`src/rtl/multicycle_controller_pkg.sv`:
```
// Shared types for the multi-cycle RISC-V controller: opcodes, FSM states,
// instruction classes, trap causes and ALUOp encodings.
package ctrl_pkg;

    localparam logic [6:0] OP_R    = 7'b0110011;
    localparam logic [6:0] OP_I    = 7'b0010011;
    localparam logic [6:0] OP_LUI  = 7'b0110111;
    localparam logic [6:0] OP_LW   = 7'b0000011;
    localparam logic [6:0] OP_SW   = 7'b0100011;
    localparam logic [6:0] OP_BR   = 7'b1100011;
    localparam logic [6:0] OP_JAL  = 7'b1101111;
    localparam logic [6:0] OP_JALR = 7'b1100111;

    localparam logic [1:0] ALUOP_ADD = 2'b00;
    localparam logic [1:0] ALUOP_BR  = 2'b01;
    localparam logic [1:0] ALUOP_RI  = 2'b10;
    localparam logic [1:0] ALUOP_LUI = 2'b11;

    typedef enum logic [2:0] {
        FETCH, DECODE, EXECUTE, MEM, WRITEBACK, TRAP
    } state_t;

    typedef enum logic [3:0] {
        IC_NONE, IC_R, IC_I, IC_LUI, IC_LW, IC_SW, IC_BR, IC_JAL, IC_JALR, IC_ILLEGAL
    } iclass_t;

    typedef enum logic [1:0] {
        TC_NONE    = 2'b00,
        TC_ILLEGAL = 2'b01,
        TC_IMEM    = 2'b10,
        TC_DMEM    = 2'b11
    } trap_cause_t;

    function automatic logic [1:0] alu_op_of(input iclass_t c);
        logic [1:0] op;
        op = ALUOP_ADD;
        case (c)
            IC_R, IC_I: op = ALUOP_RI;
            IC_LUI:     op = ALUOP_LUI;
            IC_BR:      op = ALUOP_BR;
            default:    op = ALUOP_ADD;
        endcase
        return op;
    endfunction

endpackage

```
`src/rtl/multicycle_controller_if.sv`:
```
// Control bundle between the instruction register/memories and the datapath.
interface multicycle_controller_if #(parameter int CNT_W = 32);
    logic [6:0]       Opcode;
    logic             imem_ready;
    logic             dmem_ready;
    logic             IMemReq;
    logic             DMemReq;
    logic             IRWrite;
    logic             PCWrite;
    logic             ALUSrc;
    logic             MemtoReg;
    logic             RegWrite;
    logic             MemRead;
    logic             MemWrite;
    logic             Branch;
    logic             JSel;
    logic             JalrSel;
    logic [1:0]       ALUOp;
    logic             trap;
    logic [1:0]       trap_cause;
    logic [CNT_W-1:0] instret;

    modport master (
        input  Opcode, imem_ready, dmem_ready,
        output IMemReq, DMemReq, IRWrite, PCWrite, ALUSrc, MemtoReg, RegWrite,
               MemRead, MemWrite, Branch, JSel, JalrSel, ALUOp, trap, trap_cause, instret
    );

    modport slave (
        output Opcode, imem_ready, dmem_ready,
        input  IMemReq, DMemReq, IRWrite, PCWrite, ALUSrc, MemtoReg, RegWrite,
               MemRead, MemWrite, Branch, JSel, JalrSel, ALUOp, trap, trap_cause, instret
    );
endinterface

```
`src/rtl/multicycle_controller_decoder.sv`:
```
// Combinational opcode classifier; anything unrecognised maps to IC_ILLEGAL.
module opcode_decoder
    import ctrl_pkg::*;
#(
    parameter int ENABLE_JALR = 1
) (
    input  logic [6:0] i_opcode,
    output iclass_t    o_class
);

    always_comb begin
        o_class = IC_ILLEGAL;
        case (i_opcode)
            OP_R:    o_class = IC_R;
            OP_I:    o_class = IC_I;
            OP_LUI:  o_class = IC_LUI;
            OP_LW:   o_class = IC_LW;
            OP_SW:   o_class = IC_SW;
            OP_BR:   o_class = IC_BR;
            OP_JAL:  o_class = IC_JAL;
            OP_JALR: o_class = (ENABLE_JALR != 0) ? IC_JALR : IC_ILLEGAL;
            default: o_class = IC_ILLEGAL;
        endcase
    end

endmodule

```
`src/rtl/multicycle_controller.sv`:
```
// Multi-cycle RISC-V control FSM with memory-wait timeout, sticky trap and
// retired-instruction counter.
//   state     | meaning
//   FETCH     | request instruction, write IR on imem_ready
//   DECODE    | classify opcode, trap if illegal
//   EXECUTE   | ALU cycle; branches retire here
//   MEM       | data access, wait for dmem_ready; SW retires here
//   WRITEBACK | register write and PC update, retire
//   TRAP      | absorbing fault state, only reset leaves
module multicycle_controller
    import ctrl_pkg::*;
#(
    parameter int MEM_TIMEOUT = 16,
    parameter int ENABLE_JALR = 1,
    parameter int CNT_W       = 32
) (
    input  logic clk,
    input  logic rst_n,
    multicycle_controller_if.master bus
);

    localparam int WAIT_W = (MEM_TIMEOUT > 0) ? $clog2(MEM_TIMEOUT + 1) : 1;

    state_t            r_state, w_state_next;
    iclass_t           r_class, w_class;
    trap_cause_t       r_cause, w_cause_next;
    logic [WAIT_W-1:0] r_wait;
    logic [CNT_W-1:0]  r_instret;

    logic w_ready, w_timeout, w_ex;
    logic w_imem_req, w_dmem_req, w_irwrite, w_pcwrite, w_regwrite;
    logic w_memread, w_memwrite, w_branch;

    opcode_decoder #(.ENABLE_JALR(ENABLE_JALR)) u_dec (
        .i_opcode (bus.Opcode),
        .o_class  (w_class)
    );

    always_comb begin
        w_ready   = (r_state == FETCH) ? bus.imem_ready : bus.dmem_ready;
        // The cycle whose miss would bring the count to the limit is the last one.
        w_timeout = (MEM_TIMEOUT != 0) && !w_ready &&
                    ((32'(r_wait) + 32'd1) == 32'(MEM_TIMEOUT));
    end

    always_comb begin
        w_state_next = r_state;
        w_cause_next = r_cause;
        w_imem_req   = 1'b0;
        w_dmem_req   = 1'b0;
        w_irwrite    = 1'b0;
        w_pcwrite    = 1'b0;
        w_regwrite   = 1'b0;
        w_memread    = 1'b0;
        w_memwrite   = 1'b0;
        w_branch     = 1'b0;
        case (r_state)
            FETCH: begin
                w_imem_req = 1'b1;
                if (bus.imem_ready) begin
                    w_irwrite    = 1'b1;
                    w_state_next = DECODE;
                end else if (w_timeout) begin
                    w_state_next = TRAP;
                    w_cause_next = TC_IMEM;
                end
            end
            DECODE: begin
                if (w_class == IC_ILLEGAL) begin
                    w_state_next = TRAP;
                    w_cause_next = TC_ILLEGAL;
                end else begin
                    w_state_next = EXECUTE;
                end
            end
            EXECUTE: begin
                case (r_class)
                    IC_BR: begin
                        w_branch     = 1'b1;
                        w_pcwrite    = 1'b1;
                        w_state_next = FETCH;
                    end
                    IC_LW, IC_SW: w_state_next = MEM;
                    default:      w_state_next = WRITEBACK;
                endcase
            end
            MEM: begin
                w_dmem_req = 1'b1;
                w_memread  = (r_class == IC_LW);
                w_memwrite = (r_class == IC_SW);
                if (bus.dmem_ready) begin
                    if (r_class == IC_SW) begin
                        w_pcwrite    = 1'b1;
                        w_state_next = FETCH;
                    end else begin
                        w_state_next = WRITEBACK;
                    end
                end else if (w_timeout) begin
                    w_state_next = TRAP;
                    w_cause_next = TC_DMEM;
                end
            end
            WRITEBACK: begin
                w_regwrite   = 1'b1;
                w_pcwrite    = 1'b1;
                w_state_next = FETCH;
            end
            TRAP:    w_state_next = TRAP;
            default: w_state_next = FETCH;
        endcase
    end

    assign w_ex = (r_state == EXECUTE) || (r_state == MEM) || (r_state == WRITEBACK);

    // Gating with rst_n keeps every strobe low while reset is held, even
    // though the state register already sits in FETCH.
    assign bus.IMemReq    = rst_n & w_imem_req;
    assign bus.DMemReq    = rst_n & w_dmem_req;
    assign bus.IRWrite    = rst_n & w_irwrite;
    assign bus.PCWrite    = rst_n & w_pcwrite;
    assign bus.RegWrite   = rst_n & w_regwrite;
    assign bus.MemRead    = rst_n & w_memread;
    assign bus.MemWrite   = rst_n & w_memwrite;
    assign bus.Branch     = rst_n & w_branch;
    assign bus.ALUSrc     = rst_n & w_ex & ((r_class == IC_LW) || (r_class == IC_SW) ||
                            (r_class == IC_I) || (r_class == IC_LUI) || (r_class == IC_JALR));
    assign bus.MemtoReg   = rst_n & w_ex & (r_class == IC_LW);
    assign bus.JSel       = rst_n & w_ex & (r_class == IC_JAL);
    assign bus.JalrSel    = rst_n & w_ex & (r_class == IC_JALR);
    assign bus.ALUOp      = (rst_n && w_ex) ? alu_op_of(r_class) : ALUOP_ADD;
    assign bus.trap       = rst_n & (r_state == TRAP);
    assign bus.trap_cause = r_cause;
    assign bus.instret    = r_instret;

    always_ff @(posedge clk or negedge rst_n) begin
        if (!rst_n) begin
            r_state   <= FETCH;
            r_class   <= IC_NONE;
            r_cause   <= TC_NONE;
            r_wait    <= '0;
            r_instret <= '0;
        end else begin
            r_state <= w_state_next;
            r_cause <= w_cause_next;
            if (r_state == DECODE)
                r_class <= w_class;
            if (w_state_next != r_state)
                r_wait <= '0;
            else if (((r_state == FETCH) || (r_state == MEM)) && !w_ready)
                r_wait <= r_wait + 1'b1;
            if (w_pcwrite)
                r_instret <= r_instret + 1'b1;
        end
    end

endmodule

```
`src/flat_wrapper.sv`:
```
// flat-port wrapper written by rule: the top's interface ports become plain ports
module multicycle_controller_flat import ctrl_pkg::*;
#(
    parameter int MEM_TIMEOUT = 16,
    parameter int ENABLE_JALR = 1,
    parameter int CNT_W       = 32
)
  (clk, rst_n, bus_Opcode, bus_imem_ready, bus_dmem_ready, bus_IMemReq, bus_DMemReq, bus_IRWrite, bus_PCWrite, bus_ALUSrc, bus_MemtoReg, bus_RegWrite, bus_MemRead, bus_MemWrite, bus_Branch, bus_JSel, bus_JalrSel, bus_ALUOp, bus_trap, bus_trap_cause, bus_instret);
  multicycle_controller_if #(.CNT_W(CNT_W)) bus_i ();
  input  logic clk;
  input  logic rst_n;
  input wire logic [$bits(bus_i.Opcode)-1:0] bus_Opcode;
  input wire logic [$bits(bus_i.imem_ready)-1:0] bus_imem_ready;
  input wire logic [$bits(bus_i.dmem_ready)-1:0] bus_dmem_ready;
  output wire logic [$bits(bus_i.IMemReq)-1:0] bus_IMemReq;
  output wire logic [$bits(bus_i.DMemReq)-1:0] bus_DMemReq;
  output wire logic [$bits(bus_i.IRWrite)-1:0] bus_IRWrite;
  output wire logic [$bits(bus_i.PCWrite)-1:0] bus_PCWrite;
  output wire logic [$bits(bus_i.ALUSrc)-1:0] bus_ALUSrc;
  output wire logic [$bits(bus_i.MemtoReg)-1:0] bus_MemtoReg;
  output wire logic [$bits(bus_i.RegWrite)-1:0] bus_RegWrite;
  output wire logic [$bits(bus_i.MemRead)-1:0] bus_MemRead;
  output wire logic [$bits(bus_i.MemWrite)-1:0] bus_MemWrite;
  output wire logic [$bits(bus_i.Branch)-1:0] bus_Branch;
  output wire logic [$bits(bus_i.JSel)-1:0] bus_JSel;
  output wire logic [$bits(bus_i.JalrSel)-1:0] bus_JalrSel;
  output wire logic [$bits(bus_i.ALUOp)-1:0] bus_ALUOp;
  output wire logic [$bits(bus_i.trap)-1:0] bus_trap;
  output wire logic [$bits(bus_i.trap_cause)-1:0] bus_trap_cause;
  output wire logic [$bits(bus_i.instret)-1:0] bus_instret;
  assign bus_i.Opcode = bus_Opcode;
  assign bus_i.imem_ready = bus_imem_ready;
  assign bus_i.dmem_ready = bus_dmem_ready;
  assign bus_IMemReq = bus_i.IMemReq;
  assign bus_DMemReq = bus_i.DMemReq;
  assign bus_IRWrite = bus_i.IRWrite;
  assign bus_PCWrite = bus_i.PCWrite;
  assign bus_ALUSrc = bus_i.ALUSrc;
  assign bus_MemtoReg = bus_i.MemtoReg;
  assign bus_RegWrite = bus_i.RegWrite;
  assign bus_MemRead = bus_i.MemRead;
  assign bus_MemWrite = bus_i.MemWrite;
  assign bus_Branch = bus_i.Branch;
  assign bus_JSel = bus_i.JSel;
  assign bus_JalrSel = bus_i.JalrSel;
  assign bus_ALUOp = bus_i.ALUOp;
  assign bus_trap = bus_i.trap;
  assign bus_trap_cause = bus_i.trap_cause;
  assign bus_instret = bus_i.instret;
  multicycle_controller #(.MEM_TIMEOUT(MEM_TIMEOUT), .ENABLE_JALR(ENABLE_JALR), .CNT_W(CNT_W)) u_core (.clk(clk), .rst_n(rst_n), .bus(bus_i));
endmodule
```
`config.mk`:
```
export PLATFORM = sky130hd
export DESIGN_NAME = multicycle_controller_flat
export DESIGN_NICKNAME = d
export VERILOG_FILES = /design/src/rtl/multicycle_controller_pkg.sv /design/src/rtl/multicycle_controller_if.sv /design/src/rtl/multicycle_controller_decoder.sv /design/src/rtl/multicycle_controller.sv /design/src/flat_wrapper.sv
export SDC_FILE = /design/constraint.sdc
export NUM_CORES = 1
export LEC_CHECK = 0
export ABC_AREA = 1
export CAP_MARGIN = 30
export CORE_MARGIN = 5
export CORE_UTILIZATION = 47
export DETAILED_ROUTE_END_ITERATION = 8
export PLACE_DENSITY = 0.76
export SLEW_MARGIN = 5
export SYNTH_ARGS = -nofsm -noshare
export SYNTH_HDL_FRONTEND = slang
export SYNTH_HIERARCHICAL = 1
export SYNTH_SLANG_ARGS = --single-unit
```
`constraint.sdc`:
```
create_clock -name clk -period 1.5 [get_ports clk]
set_input_delay 0.225 -clock clk [delete_from_list [all_inputs] [get_ports clk]]
set_output_delay 0.225 -clock clk [all_outputs]
set_load 0.02 [all_outputs]
```
==> results.txt <==
Status: finished with violations
Failing checks: setup timing
Largest net degree at the start of global routing: 38
Leak: 2.97 nW
Placeable Area: 6390 µm²
Post-placement cell count: 677
Insertion delay to the later sink of the worst-skew pair: 0.32 ns
Worst path cell trace: nand2_1, nor2_1, nand2_1, nor3b_1, nand2_1, xor2_1, nand2_2, o21ai_2
Effective utilization at floorplan: 0.486
Die Ht: 91.3 µm
Port bufs: 59
Num CTS Buffers: 5
Peak supply drop: 0.936 mV
Yosys top cell by area: dfrtp_1
Max Cap Violations: 0
Number of flops mapped to enable cells by yosys: 0
Tightest Hold Check Type: input port to asynchronous set/reset pin
Share of cells above drive strength 1: 0.545
Synthesis warning total: 6
RSZ-0062 raised after global routing: true
DRT Wirelength: 15.3 mm
First-pass GRT wire length: 17.3 mm
IO Count: 60
Most common cell on crit path: nand2_1
TritonCTS clock tree: yes
Die area: 8340 µm²
Place WS: -0.771 ns
CTS Root Cell: clkbuf_8
Slew HR: 0.659
Die X-Extent: 91.3 µm
Post-route setup slack: -0.398 ns
Setup TNS: -12.45 ns
WP data arrival: 2.15 ns
Final setup violation count: 57
H-tree depth: 2
Critical Path Fanout Max: 4
Vias in the first global route: 3772
TritonCTS Sinks: 46
WL per Instance: 21.2 µm
Most frequent cell after synthesis: nand2_1
Slew @ Worst Pin: 0.512 ns
Post-Syn Nets: 463
Clock transition at the registers of the reported paths: 0.10 ns
Max stage delay on crit path: 0.49 ns
Register area share after synthesis: 0.371
Final Non-Filler Cells: 722
Crit. End Element: flop
Syn_area_per_cell: 6.92 µm²
Fin crit share: 1.27
Setup Skew: 0.00898 ns
Post-Layout Inst Area: 5840 µm²
Gpl congestion: 0.937
Crit path max-delay family: simple AND/OR/NAND/NOR gates
Critical setup path kind: flop to flop
Post-route ant nets: 0
Detailed-route via count: 4401
Share of the synthesized area in the top cell type: 0.371
Netlist Area Pre-Place: 3110 µm²
Placed Area: 4540 µm²
Final hold vios: 0
Grt ovf: 0
Synthesis-stage register bit count: 46
DRC: 0
1st-pass router iterations: 6
Synth Flop Type: dfrtp_1
DPL Wire Length: 7.00 mm
Buf+Inv Stages, Crit Path: 0
Iter 0 DRT Violations: 370
Ys async rst share: 1.00
Pwr Density: 1140 nW/µm²
Min Clock Period, post-route: 1.90 ns
Via-to-Cell Ratio: 6.10
Crit-path slowest cell: dfrtp_1
Initial antenna violation count: 0
Gr usage total: 0.253
Layout area overhead: 87.9%
Netlist cell types: 32
Fmax achieved: 527 MHz
Critical Path Start Type: flop
Nets: 657
Top cells by count, synth: 131 x nand2_1, 64 x nor2_1, 54 x inv_1
Mapped Cells: 449
Max-slew violation count: 0
CTS max path bufs: 2
Fillcell total: 244
Worst EP required: 1.76 ns
Top cells by area, synth: dfrtp_1 37%, nand2_1 16%, nor2_1 7.7%, xor2_1 7.6%, inv_1 6.5%
Core Rows: 29
-- layout make-up --
cell class | count | area [µm²] | area share
Multi-Input combinational cell | 340 | 2530 | 0.433
Sequential cell | 46 | 1170 | 0.200
Timing Repair Buffer | 191 | 1710 | 0.292
Clock buffer | 7 | 76.3 | 0.0131
Tap cell | 77 | 96.3 | 0.0165
Inverter | 59 | 226 | 0.0388
Clock inverter | 1 | 30.0 | 0.00514
Antenna cell | 1 | 2.50 | 0.000429
-- state kept, by name, indices dropped and copies added, names as in the netlist --
register and flops:
u_core/bus.instret 32, u_core/r_wait 5, u_core/r_class 4, u_core/r_state 3
u_core/bus.trap_cause 2
-- metal layers --
metal  GRT usage  vias up  part of all wire
li1            -     1811                 -
met1       0.281     2063              0.33
met2       0.484      382              0.49
met3      0.0355      145             0.093
met4      0.0929        0             0.082
met5           0        -                 0
-- metrics by stage --
step | power [mW] | hold WS, ns | util
after global placement | 3.93 | 0.181 | 0.711
after global routing | 6.89 | 0.162 | 0.914
after CTS | 5.67 | 0.0936 | 0.798
after floorplan | 2.83 | -0.0706 | -
final | 6.66 | 0.121 | 0.914
after detailed placement | 4.01 | 0.190 | 0.711
-- cell families (layout without fill, tap and decap cells) --
kind of cell | after synthesis | in the layout | synth area share
compound gates | 34 | 34 | 0.0596
xor+xnor | 31 | 31 | 0.0874
fa+ha+maj | 3 | 3 | 0.0121
buf+inv | 63 | 258 | 0.0830
flops | 46 | 46 | 0.371
mux | 2 | 2 | 0.00685
other cells | 0 | 1 | 0
simple gates | 270 | 270 | 0.381
-- cells in the final DEF, fill, tap and decap left out, drive strengths merged, types with 2 or more instances in the layout --
cell type,n
ha,3
a21oi,2
nand3b,2
clkbuf,9
nand2,139
clkdlybuf4s15,4
xor2,27
dfrtp,46
nand3,21
nor3,26
o21ai,26
nor3b,2
nor2,72
xnor2,4
buf,149
inv,58
nand4,7
o21bai,4
clkdlybuf4s50,2
dlygate4sd2,32
-- path summary, 6_finish.rpt --
check	from	depth (start not counted)	endpoint	slack, ns
min in group clk	bus_Opcode[2]	6	u_core/r_class[1]$_DFFE_PN0N_	0.50
max in group asynchronous	rst_n	3	u_core/r_state[1]$_DFF_PN0_	0.74
min reg2reg	u_core/bus.trap_cause[1]$_DFFE_PN0P_	2	u_core/bus.trap_cause[1]$_DFFE_PN0P_	0.51
max	u_core/bus.instret[17]$_DFFE_PN0P_	8	u_core/bus.instret[26]$_DFFE_PN0P_	-0.40
min	rst_n	2	u_core/r_wait[1]$_DFFE_PN0P_	0.12
max reg2reg	u_core/bus.instret[17]$_DFFE_PN0P_	8	u_core/bus.instret[26]$_DFFE_PN0P_	-0.40
-- timing repair --
item / 4_1_cts / 5_1_grt
gates cloned: 3 / 0
endpoints found under the hold margin: 9 / 0
setup buffers: 20 / 14
hold buffers: 1 / 0
endpoints found under the setup margin: 83 / 58
pin swaps: 27 / 45
resized for setup: 223 / 177
-- report_power, final --
group	leakage, nW	internal (mW)	total (mW)	switching, mW
Sequential	0.588	1.43	1.67	0.232
Clock	0.0525	0.500	0.983	0.482
Combinational	2.33	1.81	4.01	2.21
Power figures use the tool's default switching activity.
